`src/rtl/pcie_link_pm_ctrl_if.sv`:
```
// ASPM power-management signal bundle between the LTSSM/DLL side
// and the ASPM sequencer.
interface pcie_link_pm_ctrl_if;
    logic       ltssm_link_up;
    logic       ltssm_in_l0;
    logic       l0s_enable;
    logic       l1_enable;
    logic       tx_idle;
    logic       rx_elec_idle;
    logic       l1_ack;
    logic       l0s_entry;
    logic       l1_req;
    logic       pm_exit;
    logic       tx_elec_idle;
    logic [2:0] pm_state;
    logic       l1_timeout_err;
    logic       exit_timeout_err;

    modport master (
        output ltssm_link_up, ltssm_in_l0, l0s_enable, l1_enable,
        output tx_idle, rx_elec_idle, l1_ack,
        input  l0s_entry, l1_req, pm_exit, tx_elec_idle, pm_state,
        input  l1_timeout_err, exit_timeout_err
    );

    modport slave (
        input  ltssm_link_up, ltssm_in_l0, l0s_enable, l1_enable,
        input  tx_idle, rx_elec_idle, l1_ack,
        output l0s_entry, l1_req, pm_exit, tx_elec_idle, pm_state,
        output l1_timeout_err, exit_timeout_err
    );
endinterface

```
`src/rtl/pcie_link_pm_ctrl.sv`:
```
// ASPM sequencer: watches link idleness, requests L0s/L1 entry,
// handshakes L1 with the DLL and pulses the LTSSM on exit.
module pcie_link_pm_ctrl #(
    parameter int L0S_IDLE_CYCLES = 64,
    parameter int L1_IDLE_CYCLES  = 1024,
    parameter int L1_ACK_TIMEOUT  = 256,
    parameter int EXIT_TIMEOUT    = 512
) (
    input  logic               clk,
    input  logic               reset_n,
    pcie_link_pm_ctrl_if.slave pm
);
    localparam int IW = $clog2(L1_IDLE_CYCLES + 1);
    localparam int AW = (L1_ACK_TIMEOUT > 1) ? $clog2(L1_ACK_TIMEOUT) : 1;
    localparam int EW = (EXIT_TIMEOUT > 1) ? $clog2(EXIT_TIMEOUT) : 1;

    localparam logic [IW-1:0] L0S_LAST  = IW'(L0S_IDLE_CYCLES - 1);
    localparam logic [IW-1:0] L1_LAST   = IW'(L1_IDLE_CYCLES - 1);
    localparam logic [IW-1:0] IDLE_MAX  = IW'(L1_IDLE_CYCLES);
    localparam logic [AW-1:0] ACK_LAST  = AW'(L1_ACK_TIMEOUT - 1);
    localparam logic [EW-1:0] EXIT_LAST = EW'(EXIT_TIMEOUT - 1);

    typedef enum logic [2:0] {
        OFF    = 3'd0,
        ACTIVE = 3'd1,
        L0S    = 3'd2,
        L1_REQ = 3'd3,
        L1     = 3'd4,
        EXIT   = 3'd5
    } state_t;

    state_t        state;
    state_t        state_nxt;
    logic [IW-1:0] idle_cnt;
    logic [AW-1:0] ack_cnt;
    logic [EW-1:0] exit_cnt;

    logic idle;
    logic l1_hit;
    logic l0s_hit;
    logic ack_to;
    logic exit_to;
    logic idle_clr;
    logic idle_run;

    assign idle    = pm.tx_idle && pm.rx_elec_idle;
    assign l1_hit  = pm.l1_enable && idle && (idle_cnt == L1_LAST);
    assign l0s_hit = pm.l0s_enable && idle && (idle_cnt == L0S_LAST);
    assign ack_to  = (ack_cnt == ACK_LAST);
    assign exit_to = (exit_cnt == EXIT_LAST);

    // L1 is tested before L0s so equal thresholds go straight to L1_REQ.
    always_comb begin
        state_nxt = state;
        if (!pm.ltssm_link_up) begin
            state_nxt = OFF;
        end else begin
            case (state)
                OFF: state_nxt = ACTIVE;
                ACTIVE: begin
                    if (l1_hit)       state_nxt = L1_REQ;
                    else if (l0s_hit) state_nxt = L0S;
                end
                L0S: begin
                    if (!idle)       state_nxt = EXIT;
                    else if (l1_hit) state_nxt = L1_REQ;
                end
                L1_REQ: begin
                    if (pm.l1_ack)        state_nxt = L1;
                    else if (!pm.tx_idle) state_nxt = ACTIVE;
                    else if (ack_to)      state_nxt = ACTIVE;
                end
                L1: begin
                    if (!idle) state_nxt = EXIT;
                end
                EXIT: begin
                    if (pm.ltssm_in_l0) state_nxt = ACTIVE;
                    else if (exit_to)   state_nxt = ACTIVE;
                end
                default: state_nxt = OFF;
            endcase
        end
    end

    assign idle_clr = (state_nxt == OFF)
                   || (state_nxt == ACTIVE && state != ACTIVE);
    assign idle_run = (state == ACTIVE) || (state == L0S);

    always_ff @(posedge clk or negedge reset_n) begin
        if (!reset_n) begin
            state               <= OFF;
            idle_cnt            <= '0;
            ack_cnt             <= '0;
            exit_cnt            <= '0;
            pm.pm_state         <= 3'd0;
            pm.l0s_entry        <= 1'b0;
            pm.l1_req           <= 1'b0;
            pm.pm_exit          <= 1'b0;
            pm.tx_elec_idle     <= 1'b0;
            pm.l1_timeout_err   <= 1'b0;
            pm.exit_timeout_err <= 1'b0;
        end else begin
            state       <= state_nxt;
            pm.pm_state <= state_nxt;

            if (idle_clr) begin
                idle_cnt <= '0;
            end else if (idle_run) begin
                if (!idle)
                    idle_cnt <= '0;
                else if (idle_cnt != IDLE_MAX)
                    idle_cnt <= idle_cnt + IW'(1);
            end

            if (state == L1_REQ && state_nxt == L1_REQ)
                ack_cnt <= ack_cnt + AW'(1);
            else
                ack_cnt <= '0;

            if (state == EXIT && state_nxt == EXIT)
                exit_cnt <= exit_cnt + EW'(1);
            else
                exit_cnt <= '0;

            pm.l1_req       <= (state_nxt == L1_REQ);
            pm.tx_elec_idle <= (state_nxt == L0S) || (state_nxt == L1);
            pm.l0s_entry    <= (state == ACTIVE) && (state_nxt == L0S);
            pm.pm_exit      <= (state != EXIT) && (state_nxt == EXIT);

            // An abort on !tx_idle leaves L1_REQ without flagging an error.
            pm.l1_timeout_err <= (state == L1_REQ)
                              && (state_nxt == ACTIVE) && pm.tx_idle;
            pm.exit_timeout_err <= (state == EXIT)
                                && (state_nxt == ACTIVE) && !pm.ltssm_in_l0;
        end
    end
endmodule
```
`src/flat_wrapper.sv`:
```
// flat-port wrapper written by rule: the top's interface ports become plain ports
module pcie_link_pm_ctrl_flat 
#(
    parameter int L0S_IDLE_CYCLES = 64,
    parameter int L1_IDLE_CYCLES  = 1024,
    parameter int L1_ACK_TIMEOUT  = 256,
    parameter int EXIT_TIMEOUT    = 512
)
  (clk, reset_n, pm_ltssm_link_up, pm_ltssm_in_l0, pm_l0s_enable, pm_l1_enable, pm_tx_idle, pm_rx_elec_idle, pm_l1_ack, pm_l0s_entry, pm_l1_req, pm_pm_exit, pm_tx_elec_idle, pm_pm_state, pm_l1_timeout_err, pm_exit_timeout_err);
  pcie_link_pm_ctrl_if pm_i ();
  input  logic clk;
  input  logic reset_n;
  input wire logic [$bits(pm_i.ltssm_link_up)-1:0] pm_ltssm_link_up;
  input wire logic [$bits(pm_i.ltssm_in_l0)-1:0] pm_ltssm_in_l0;
  input wire logic [$bits(pm_i.l0s_enable)-1:0] pm_l0s_enable;
  input wire logic [$bits(pm_i.l1_enable)-1:0] pm_l1_enable;
  input wire logic [$bits(pm_i.tx_idle)-1:0] pm_tx_idle;
  input wire logic [$bits(pm_i.rx_elec_idle)-1:0] pm_rx_elec_idle;
  input wire logic [$bits(pm_i.l1_ack)-1:0] pm_l1_ack;
  output wire logic [$bits(pm_i.l0s_entry)-1:0] pm_l0s_entry;
  output wire logic [$bits(pm_i.l1_req)-1:0] pm_l1_req;
  output wire logic [$bits(pm_i.pm_exit)-1:0] pm_pm_exit;
  output wire logic [$bits(pm_i.tx_elec_idle)-1:0] pm_tx_elec_idle;
  output wire logic [$bits(pm_i.pm_state)-1:0] pm_pm_state;
  output wire logic [$bits(pm_i.l1_timeout_err)-1:0] pm_l1_timeout_err;
  output wire logic [$bits(pm_i.exit_timeout_err)-1:0] pm_exit_timeout_err;
  assign pm_i.ltssm_link_up = pm_ltssm_link_up;
  assign pm_i.ltssm_in_l0 = pm_ltssm_in_l0;
  assign pm_i.l0s_enable = pm_l0s_enable;
  assign pm_i.l1_enable = pm_l1_enable;
  assign pm_i.tx_idle = pm_tx_idle;
  assign pm_i.rx_elec_idle = pm_rx_elec_idle;
  assign pm_i.l1_ack = pm_l1_ack;
  assign pm_l0s_entry = pm_i.l0s_entry;
  assign pm_l1_req = pm_i.l1_req;
  assign pm_pm_exit = pm_i.pm_exit;
  assign pm_tx_elec_idle = pm_i.tx_elec_idle;
  assign pm_pm_state = pm_i.pm_state;
  assign pm_l1_timeout_err = pm_i.l1_timeout_err;
  assign pm_exit_timeout_err = pm_i.exit_timeout_err;
  pcie_link_pm_ctrl #(.L0S_IDLE_CYCLES(L0S_IDLE_CYCLES), .L1_IDLE_CYCLES(L1_IDLE_CYCLES), .L1_ACK_TIMEOUT(L1_ACK_TIMEOUT), .EXIT_TIMEOUT(EXIT_TIMEOUT)) u_core (.clk(clk), .reset_n(reset_n), .pm(pm_i));
endmodule
```
`config.mk`:
```
export PLATFORM = sky130hd
export DESIGN_NAME = pcie_link_pm_ctrl_flat
export DESIGN_NICKNAME = d
export VERILOG_FILES = /design/src/rtl/pcie_link_pm_ctrl_if.sv /design/src/rtl/pcie_link_pm_ctrl.sv /design/src/flat_wrapper.sv
export SDC_FILE = /design/constraint.sdc
export NUM_CORES = 1
export LEC_CHECK = 0
export BUFFER_PORTS_ARGS = -buffer_cell sky130_fd_sc_hd__buf_4
export CORE_MARGIN = 2
export CORE_UTILIZATION = 58
export DETAILED_ROUTE_END_ITERATION = 12
export PLACE_DENSITY = 0.78
export SKIP_CTS_REPAIR_TIMING = 1
export SLEW_MARGIN = 20
export SYNTH_ARGS = -nofsm -noshare
export SYNTH_HDL_FRONTEND = slang
export SYNTH_SLANG_ARGS = --single-unit
```
`constraint.sdc`:
```
create_clock -name clk -period 2.6 [get_ports clk]
set_clock_uncertainty 0.05 [all_clocks]
set_input_delay 0.52 -clock clk [delete_from_list [all_inputs] [get_ports clk]]
set_output_delay 0.52 -clock clk [all_outputs]
set_load 0.03 [all_outputs]
```
==> flow_summary.ini, run 1 <==
[worst_setup_path]
path_common_cell = ha_1
crit_family = simple AND/OR/NAND/NOR gates
start_kind = register
reg2reg_from = u_core.exit_cnt[0]
path_depth = 11
endpoint_kind = register
timing.critical_path.arrival_ps = 2580
critPathKind = reg -> reg
worstPathRequired_ps = 2790
cp_cell_sequence = ha_1 > nand3_1 > nor2_1 > and3_1 > ha_1 > o21ai_0 > nand2_1 > o21ai_2 > o311ai_2 > buf_4 > nor3_1
slowest_stage = dfrtp_1
path_buf_inv = 1
regToRegEndpoint = u_core.idle_cnt[10]
r2r_cells = 11
crit_fanout = 10
critPathMaxStageDelay_ps = 420
r2r_setup_slack_ps = 220

[placed_design]
dpl.hpwl_mm = 2.85
io_buffers = 17
place_area_sq_um = 2120
place.gp.congestion = 0.890

[power_and_ir_drop]
powerDensity_nw_per_um2 = 445
total_power_uw = 968
p_leak_uw = 0.000934
ir_worst_vdd_mv = 0.373

[detailed_routing]
wire_per_inst_um = 14.2
vias_per_cell = 5.64
drt-initial-drc-count = 107
drt_wl_total_mm = 3.85
remaining_drc_errors = 0
drt_first_pass_iters = 4
drtAntennaViolNets = 0
vias = 1528

[floorplanning]
start_util = 0.593
fp.coreArea_sq_um = 3280
dieArea_sq_um = 3840
rows = 21
die_w_um = 62.0
die_h_um = 62.0
ioPinCount = 18

[timing]
holdWs_ps = 64.8
tightestPinTransition_ps = 612
post-route-period-util = 0.916
final-setup-viol-count = 0
maxSlewHeadroom = 0.588
finalHoldViolCount = 0
period_needed_ps = 2380
final_max_slew_viol_count = 0
rsz0062_at_grt = false
finalSetupTns_ps = 0
timing.fmax_mhz = 420

[clocking]
numCtsBuffers = 5
clkSinkCount = 37
max-clock-path-buffers = 2
htree_levels = 2
clock_latency_ps = 340
path_clk_slew_ps = 110
cts_root_buffer = clkbuf_4
cts_tree = done

[logic_synthesis]
synth_cell_types = 44
synth_edf_count = 0
ys_ff_latch = 37
ys.warnings.count = 0
synthFlopType = dfrtp_1
async_reset_ff_frac = 1.00
synth.net_count = 218
synthCells = 204
syn-cell-area_sq_um = 1950
seq_area_frac_synth = 0.475
syn_area_per_cell_sq_um = 9.55

[global_routing]
overflow = 0
grt_pass1_vias = 1469
grt.total_usage = 0.230
grt_pass1_wl_mm = 6.36
grt_start_max_net_pins = 38
antenna_found_initial = 0

[min_path]
hold_path_class = in -> async

[final_layout]
fillers = 275
fin_nets = 239
num_antenna_cells = 0
syn_to_final_growth_pct = 11.8
fin_util = 0.663
final_area_sq_um = 2180
drive_gt1_frac = 0.160

[run]
cap_violations = 0

[status]
status = completed
-- area by class of cell --
class	instances	area [sq um]	share of cell area
multi-input cells	157	977	0.449
flip-flops and latches	37	926	0.425
repair buffers	18	135	0.0621
well taps	46	57.6	0.0264
clock buffers	6	51.3	0.0236
inverters	6	22.5	0.0103
clock inverters	1	7.51	0.00345
-- layer usage --
layer / track usage / up-vias / routed length (um)
met5: 0 / - / 0
met4: 0.0881 / 0 / 63
met3: 0.0621 / 6 / 229
met2: 0.379 / 45 / 1860
met1: 0.288 / 728 / 1690
li1: - / 749 / -
-- sequential cells by signal (all words and copies together) (netlist names) --
name,count
u_core.ack_cnt,8
u_core.pm.l1_req,1
u_core.pm.l0s_entry,1
u_core.pm.exit_timeout_err,1
u_core.pm.l1_timeout_err,1
u_core.pm.pm_state,3
u_core.pm.pm_exit,1
u_core.pm.tx_elec_idle,1
u_core.idle_cnt,11
u_core.exit_cnt,9
-- power breakdown --
group / switching, uW / leakage (uW) / total [uW] / internal (uW)
logic: 48.7 / 0.000388 / 76.3 / 27.6
registers: 3.17 / 0.000515 / 581 / 578
clock network: 184 / 0.0000303 / 311 / 127
-- synthesized netlist by cell type, types with 6 or more instances --
| master | number | area, sq um |
|---|---|---|
| nor2_1 | 30 | 113 |
| o21ai_0 | 6 | 30.0 |
| xnor2_1 | 8 | 70.1 |
| nand3_1 | 13 | 65.1 |
| nand2_1 | 22 | 82.6 |
| xor2_1 | 10 | 87.6 |
| dfrtp_1 | 37 | 926 |
| nor2b_1 | 6 | 37.5 |
| nor3_1 | 10 | 50.1 |
-- per-stage QoR --
stage | std cells | setup WS (ps)
2_1_floorplan | 204 | 411
3_3_place_gp | 264 | 355
3_5_place_dp | 264 | 238
4_1_cts | 271 | 202
5_1_grt | 271 | 8.63
6_report | 271 | 218
-- how the worst max path moves through the flow --
stage / start / endpoint / slack [ps]
2_1_floorplan: u_core.exit_cnt[0] / u_core.idle_cnt[10] / 410
5_1_grt: u_core.exit_cnt[0] / u_core.idle_cnt[10] / 9
4_1_cts: u_core.exit_cnt[0] / u_core.idle_cnt[10] / 200
3_3_place_gp: u_core.exit_cnt[0] / u_core.idle_cnt[6] / 360
3_5_place_dp: u_core.exit_cnt[0] / u_core.idle_cnt[10] / 240
6_report: u_core.exit_cnt[0] / u_core.idle_cnt[10] / 220
-- cell families (layout without fill, tap and decap cells) --
family          after synthesis  in the layout  synth area share
compound gates               23             23            0.0893
fa+ha+maj                     5              5            0.0321
xor+xnor                     18             18            0.0809
simple gates                110            110             0.294
flops                        37             37             0.475
buf+inv                      10             31            0.0231
mux                           1              1           0.00514
-- cell usage in the layout, fill, tap and decap left out, types with 6 or more instances in the layout --
cell type	synthesis	layout
dfrtp_1	37	37
nor2_1	30	30
nand2_1	22	22
buf_4	2	18
nand3_1	13	13
nor3_1	10	10
xor2_1	10	10
xnor2_1	8	8
o21ai_0	6	6
nor2b_1	6	6
-- worst register-to-register path, delay by kind of cell (launching register included) --
kind                     cells  cell delay, ps
flip-flops                   1             420
adder cells (fa/ha/maj)      2             400
buffers and inverters        1             190
AND/OR/NAND/NOR              5             680
AO/OA/AOI/OAI                3             560
Power figures use the tool's default switching activity.
==> inputs of run 2 (changes only) <==
--- a/config.mk
+++ b/config.mk
@@ -10,6 +10,7 @@
 export CORE_UTILIZATION = 58
 export DETAILED_ROUTE_END_ITERATION = 12
 export PLACE_DENSITY = 0.78
+export RECOVER_POWER = 25
 export SKIP_CTS_REPAIR_TIMING = 1
 export SLEW_MARGIN = 20
 export SYNTH_ARGS = -nofsm -noshare
==> flow_summary.ini, run 2 (synthesis results as in run 1) <==
[timing]
maxSlewHeadroom = -0.257
rsz0062_at_grt = false
period_needed_ps = 2380
post-route-period-util = 0.916
finalHoldViolCount = 0
final-setup-viol-count = 0
tightestPinTransition_ps = 1890
finalSetupTns_ps = 0
timing.fmax_mhz = 420
final_max_slew_viol_count = 38
setup_slack_ps = 218

[worst_setup_path]
worstPathRequired_ps = 2790
regToRegEndpoint = u_core.idle_cnt[10]
startpoint = u_core.exit_cnt[0]
critPathKind = reg -> reg
timing.critical_path.arrival_ps = 2580
endpoint_kind = register
r2r_setup_slack_ps = 220
path_depth = 11
slowest_stage = dfrtp_1
reg2reg_from = u_core.exit_cnt[0]
path_common_cell = ha_1
crit_family = simple AND/OR/NAND/NOR gates
path_buf_inv = 1
start_kind = register
crit_fanout = 10
cp_cell_sequence = ha_1 > nand3_1 > nor2_1 > and3_1 > ha_1 > o21ai_0 > nand2_1 > o21ai_2 > o311ai_2 > buf_4 > nor3_1
endpoint = u_core.idle_cnt[10]
critPathMaxStageDelay_ps = 420
r2r_cells = 11

[status]
status = finished, violations left
violations = max-capacitance violations, max-slew violations

[final_layout]
num_antenna_cells = 0
largest_reg_flops = 11
final_area_sq_um = 2170
final_common_cell = dfrtp_1
layout_common_cells = dfrtp_1, nor2_1, nand2_1
syn_to_final_growth_pct = 11.6
largest-register = u_core.idle_cnt
reg.largest.list = u_core.idle_cnt (11), u_core.exit_cnt (9), u_core.ack_cnt (8)
fillers = 277
fin_nets = 239
drive_gt1_frac = 0.156

[placed_design]
place_area_sq_um = 2120
dpl.hpwl_mm = 2.85
pre_cts_slack_ps = 238
place.gp.congestion = 0.890
io_buffers = 17

[global_routing]
grt_start_max_net_pins = 38
antenna_found_initial = 0
grt_pass1_vias = 1469
grt.total_usage = 0.230
overflow = 0
grt_pass1_wl_mm = 6.36

[floorplanning]
die_h_um = 62.0
ioPinCount = 18
fp.coreArea_sq_um = 3280
rows = 21
dieArea_sq_um = 3840
start_util = 0.593
die_w_um = 62.0

[detailed_routing]
remaining_drc_errors = 0
drtAntennaViolNets = 0
drt_wl_total_mm = 3.84
vias_per_cell = 5.65
wire_per_inst_um = 14.2
vias = 1530
drt_first_pass_iters = 4
drt-initial-drc-count = 112

[power_and_ir_drop]
ir_worst_vdd_mv = 0.373
p_leak_uw = 0.000930
powerDensity_nw_per_um2 = 445

[clocking]
cts_tree = done
clock_latency_ps = 340
clkSinkCount = 37
numCtsBuffers = 5
htree_levels = 2
path_clk_slew_ps = 110
cts_root_buffer = clkbuf_4
max-clock-path-buffers = 2

[run]
cap_violations = 1

[min_path]
hold_path_class = in -> reg
run 2: worst min-delay path by stage:
stage                                  start                         end  slack [ps]  cells past startpoint
after floorplan                      reset_n           u_core.ack_cnt[0]         170                      0
after global placement    u_core.exit_cnt[0]          u_core.exit_cnt[0]         410                      1
after detailed placement  u_core.exit_cnt[0]          u_core.exit_cnt[0]         440                      1
after CTS                            reset_n       u_core.pm.pm_state[0]          70                      1
after global routing          pm_ltssm_in_l0  u_core.pm.exit_timeout_err         260                      2
final                         pm_ltssm_in_l0  u_core.pm.exit_timeout_err         280                      2
run 2: worst register-to-register path, delay by kind of cell (launching register included):
kind	cells	cell delay (ps)
adder cells (fa/ha/maj)	2	400
buffers and inverters	1	190
flip-flops	1	420
AO/OA/AOI/OAI	3	560
AND/OR/NAND/NOR	5	680
run 2: routing by layer:
metal | wire, um | track usage | vias up
li1 | - | - | 749
met3 | 228 | 0.0621 | 6
met1 | 1690 | 0.288 | 730
met5 | 0 | 0 | -
met4 | 63 | 0.0881 | 0
met2 | 1860 | 0.379 | 45
run 2: layout make-up:
type,count,area [sq um],share of cell area
clock buffers,6,51.3,0.0236
repair buffers,18,131,0.0604
clock inverters,1,7.51,0.00345
well taps,46,57.6,0.0265
flip-flops and latches,37,926,0.426
inverters,6,22.5,0.0104
multi-input cells,157,977,0.450
run 2: power breakdown:
| group | total [uW] | leakage, uW | internal, uW | switching [uW] |
|---|---|---|---|---|
| registers | 581 | 0.000515 | 578 | 3.16 |
| clock network | 311 | 0.0000303 | 127 | 184 |
| logic | 75.5 | 0.000385 | 26.8 | 48.7 |
run 2: metrics by stage:
| step | util | hold slack [ps] | total power [uW] | instances |
|---|---|---|---|---|
| after detailed placement | 0.645 | 436 | 669 | 264 |
| after global routing | 0.662 | 261 | 1020 | 271 |
| after floorplan | - | 174 | 631 | 204 |
| after CTS | 0.663 | 73.4 | 977 | 271 |
| after global placement | 0.645 | 408 | 667 | 264 |
| final | 0.662 | 284 | 967 | 271 |
==> inputs of run 3 (changes only) <==
--- a/config.mk
+++ b/config.mk
@@ -5,12 +5,14 @@
 export SDC_FILE = /design/constraint.sdc
 export NUM_CORES = 1
 export LEC_CHECK = 0
+export ABC_AREA = 1
 export BUFFER_PORTS_ARGS = -buffer_cell sky130_fd_sc_hd__buf_4
 export CORE_MARGIN = 2
-export CORE_UTILIZATION = 58
+export CORE_UTILIZATION = 59
 export DETAILED_ROUTE_END_ITERATION = 12
-export PLACE_DENSITY = 0.78
+export PLACE_DENSITY = 0.79
 export RECOVER_POWER = 25
+export REMOVE_ABC_BUFFERS = 1
 export SKIP_CTS_REPAIR_TIMING = 1
 export SLEW_MARGIN = 20
 export SYNTH_ARGS = -nofsm -noshare
==> flow_summary.ini, run 3 <==
[logic_synthesis]
synth.most_common_cell = nor2_1
async_reset_ff_frac = 1.00
seq_area_frac_synth = 0.446
synth_area_leaders = dfrtp_1, nor2_1, nand2_1
synthFlopType = dfrtp_1
syn_area_per_cell_sq_um = 7.90
yosysTopAreaCellShare = 0.446
ys.warnings.count = 0
synth_area_leader_cell = dfrtp_1
synthCells = 263
synth_common_cells = nor2_1, nand2_1, inv_1
syn-cell-area_sq_um = 2080
synth_cell_types = 32
synth_edf_count = 0
ys_ff_latch = 37

[placed_design]
dpl.hpwl_mm = 2.85
place.gp.congestion = 0.845
place_area_sq_um = 2240
io_buffers = 17
pre_cts_slack_ps = 344

[status]
status = finished, violations left
violations = max-capacitance violations, max-slew violations

[detailed_routing]
drtAntennaViolNets = 0
drt_first_pass_iters = 4
remaining_drc_errors = 0
vias_per_cell = 5.08
wire_per_inst_um = 11.8
drt-initial-drc-count = 103
vias = 1687
drt_wl_total_mm = 3.92

[min_path]
hold_path_class = in -> reg

[floorplanning]
die_w_um = 63.3
ioPinCount = 18
rows = 21
dieArea_sq_um = 4010
fp.coreArea_sq_um = 3360
start_util = 0.618
die_h_um = 63.3

[timing]
finalHoldViolCount = 0
period_needed_ps = 2260
maxSlewHeadroom = -0.255
finalSetupTns_ps = 0
final_max_slew_viol_count = 38
setup_slack_ps = 336
rsz0062_at_grt = false
post-route-period-util = 0.871
timing.fmax_mhz = 442
tightestPinTransition_ps = 1880
final-setup-viol-count = 0

[clocking]
clkSinkCount = 37
clock_latency_ps = 340
cts_tree = done
htree_levels = 2
cts_root_buffer = clkbuf_4
max-clock-path-buffers = 2
numCtsBuffers = 5
path_clk_slew_ps = 110

[final_layout]
layout_common_cells = nor2_1, nand2_1, inv_1
multiInputGateArea_sq_um = 971
largest_reg_flops = 11
largest-register = u_core.idle_cnt
seqCellArea_sq_um = 926
final_area_sq_um = 2320
fillers = 293
fin_nets = 299
syn_to_final_growth_pct = 11.6
num_antenna_cells = 0
drive_gt1_frac = 0.154
final_common_cell = nor2_1
reg.largest.list = u_core.idle_cnt (11), u_core.exit_cnt (9), u_core.ack_cnt (8)

[global_routing]
overflow = 0
antenna_found_initial = 0
busiest_layer = met2
use_met1 = 0.307
grt.total_usage = 0.227
grt_pass1_wl_mm = 7.20
grt_use_met3 = 0.0536
grt_pass1_vias = 1669
grt_start_max_net_pins = 38
grtUsageMet2 = 0.367

[power_and_ir_drop]
ir_worst_vdd_mv = 0.370
powerDensity_nw_per_um2 = 460
p_leak_uw = 0.00112

[worst_setup_path]
r2r_setup_slack_ps = 340
worstPathRequired_ps = 2820
endpoint_kind = register
crit_fanout = 9
timing.critical_path.arrival_ps = 2480
critPathKind = reg -> reg
start_kind = register

[run]
cap_violations = 1
[run 3: cells by family (layout without fill, tap and decap cells)]
family          after synthesis  count (layout)  synth area share
xor+xnor                      6               6            0.0253
fa+ha+maj                     5               5            0.0301
simple gates                150             150             0.349
flops                        37              37             0.446
buf+inv                      42              65            0.0867
compound gates               23              23            0.0627
[run 3: layout make-up]
class                           count  area share
Multi-Input combinational cell    184       0.419
Clock buffer                        7      0.0238
Timing Repair Buffer               18      0.0567
Sequential cell                    37       0.400
Tap cell                           46      0.0248
Inverter                           39      0.0632
Clock inverter                      1      0.0130
[run 3: per-layer routing]
layer / wire length (um) / up-vias
li1: - / 884
met1: 1870 / 763
met2: 1840 / 35
met3: 166 / 5
met4: 47 / 0
met5: 0 / -
[run 3: path summary, 6_finish.rpt]
check / start / to / cells past startpoint
hold reg to reg: u_core.exit_cnt[0] / u_core.exit_cnt[0] / 1
min in group asynchronous: reset_n / u_core.idle_cnt[3] / 1
max in group asynchronous: reset_n / u_core.ack_cnt[6] / 1
hold / removal: pm_ltssm_in_l0 / u_core.pm.exit_timeout_err / 2
setup reg to reg: u_core.exit_cnt[0] / u_core.exit_cnt[4] / 12
setup / recovery: u_core.exit_cnt[0] / u_core.exit_cnt[4] / 12
[run 3: where the power goes]
| group | total, uW | switching [uW] | internal (uW) |
|---|---|---|---|
| Clock | 411 | 181 | 230 |
| Sequential | 580 | 2.90 | 577 |
| Combinational | 74.4 | 53.6 | 20.8 |
[run 3: per-stage QoR]
step	power (uW)	hold slack [ps]	instances	utilization
6_report	1070	294	332	0.689
5_1_grt	1120	275	332	0.689
4_1_cts	1080	67.4	332	0.690
3_5_place_dp	667	401	324	0.665
3_3_place_gp	667	393	324	0.665
2_1_floorplan	630	174	260	-
[run 3: worst max-delay path, cell delays in order, from the launching register on]
cell and delay (ps):
dfrtp_1 410, ha_1 230, nand3_1 120, nor2_1 50
nand2_1 90, nor3b_1 60, ha_1 170, or3_1 360
nand3_1 80, nand2_1 120, inv_1 110, nand3_2 190
nor2_1 150
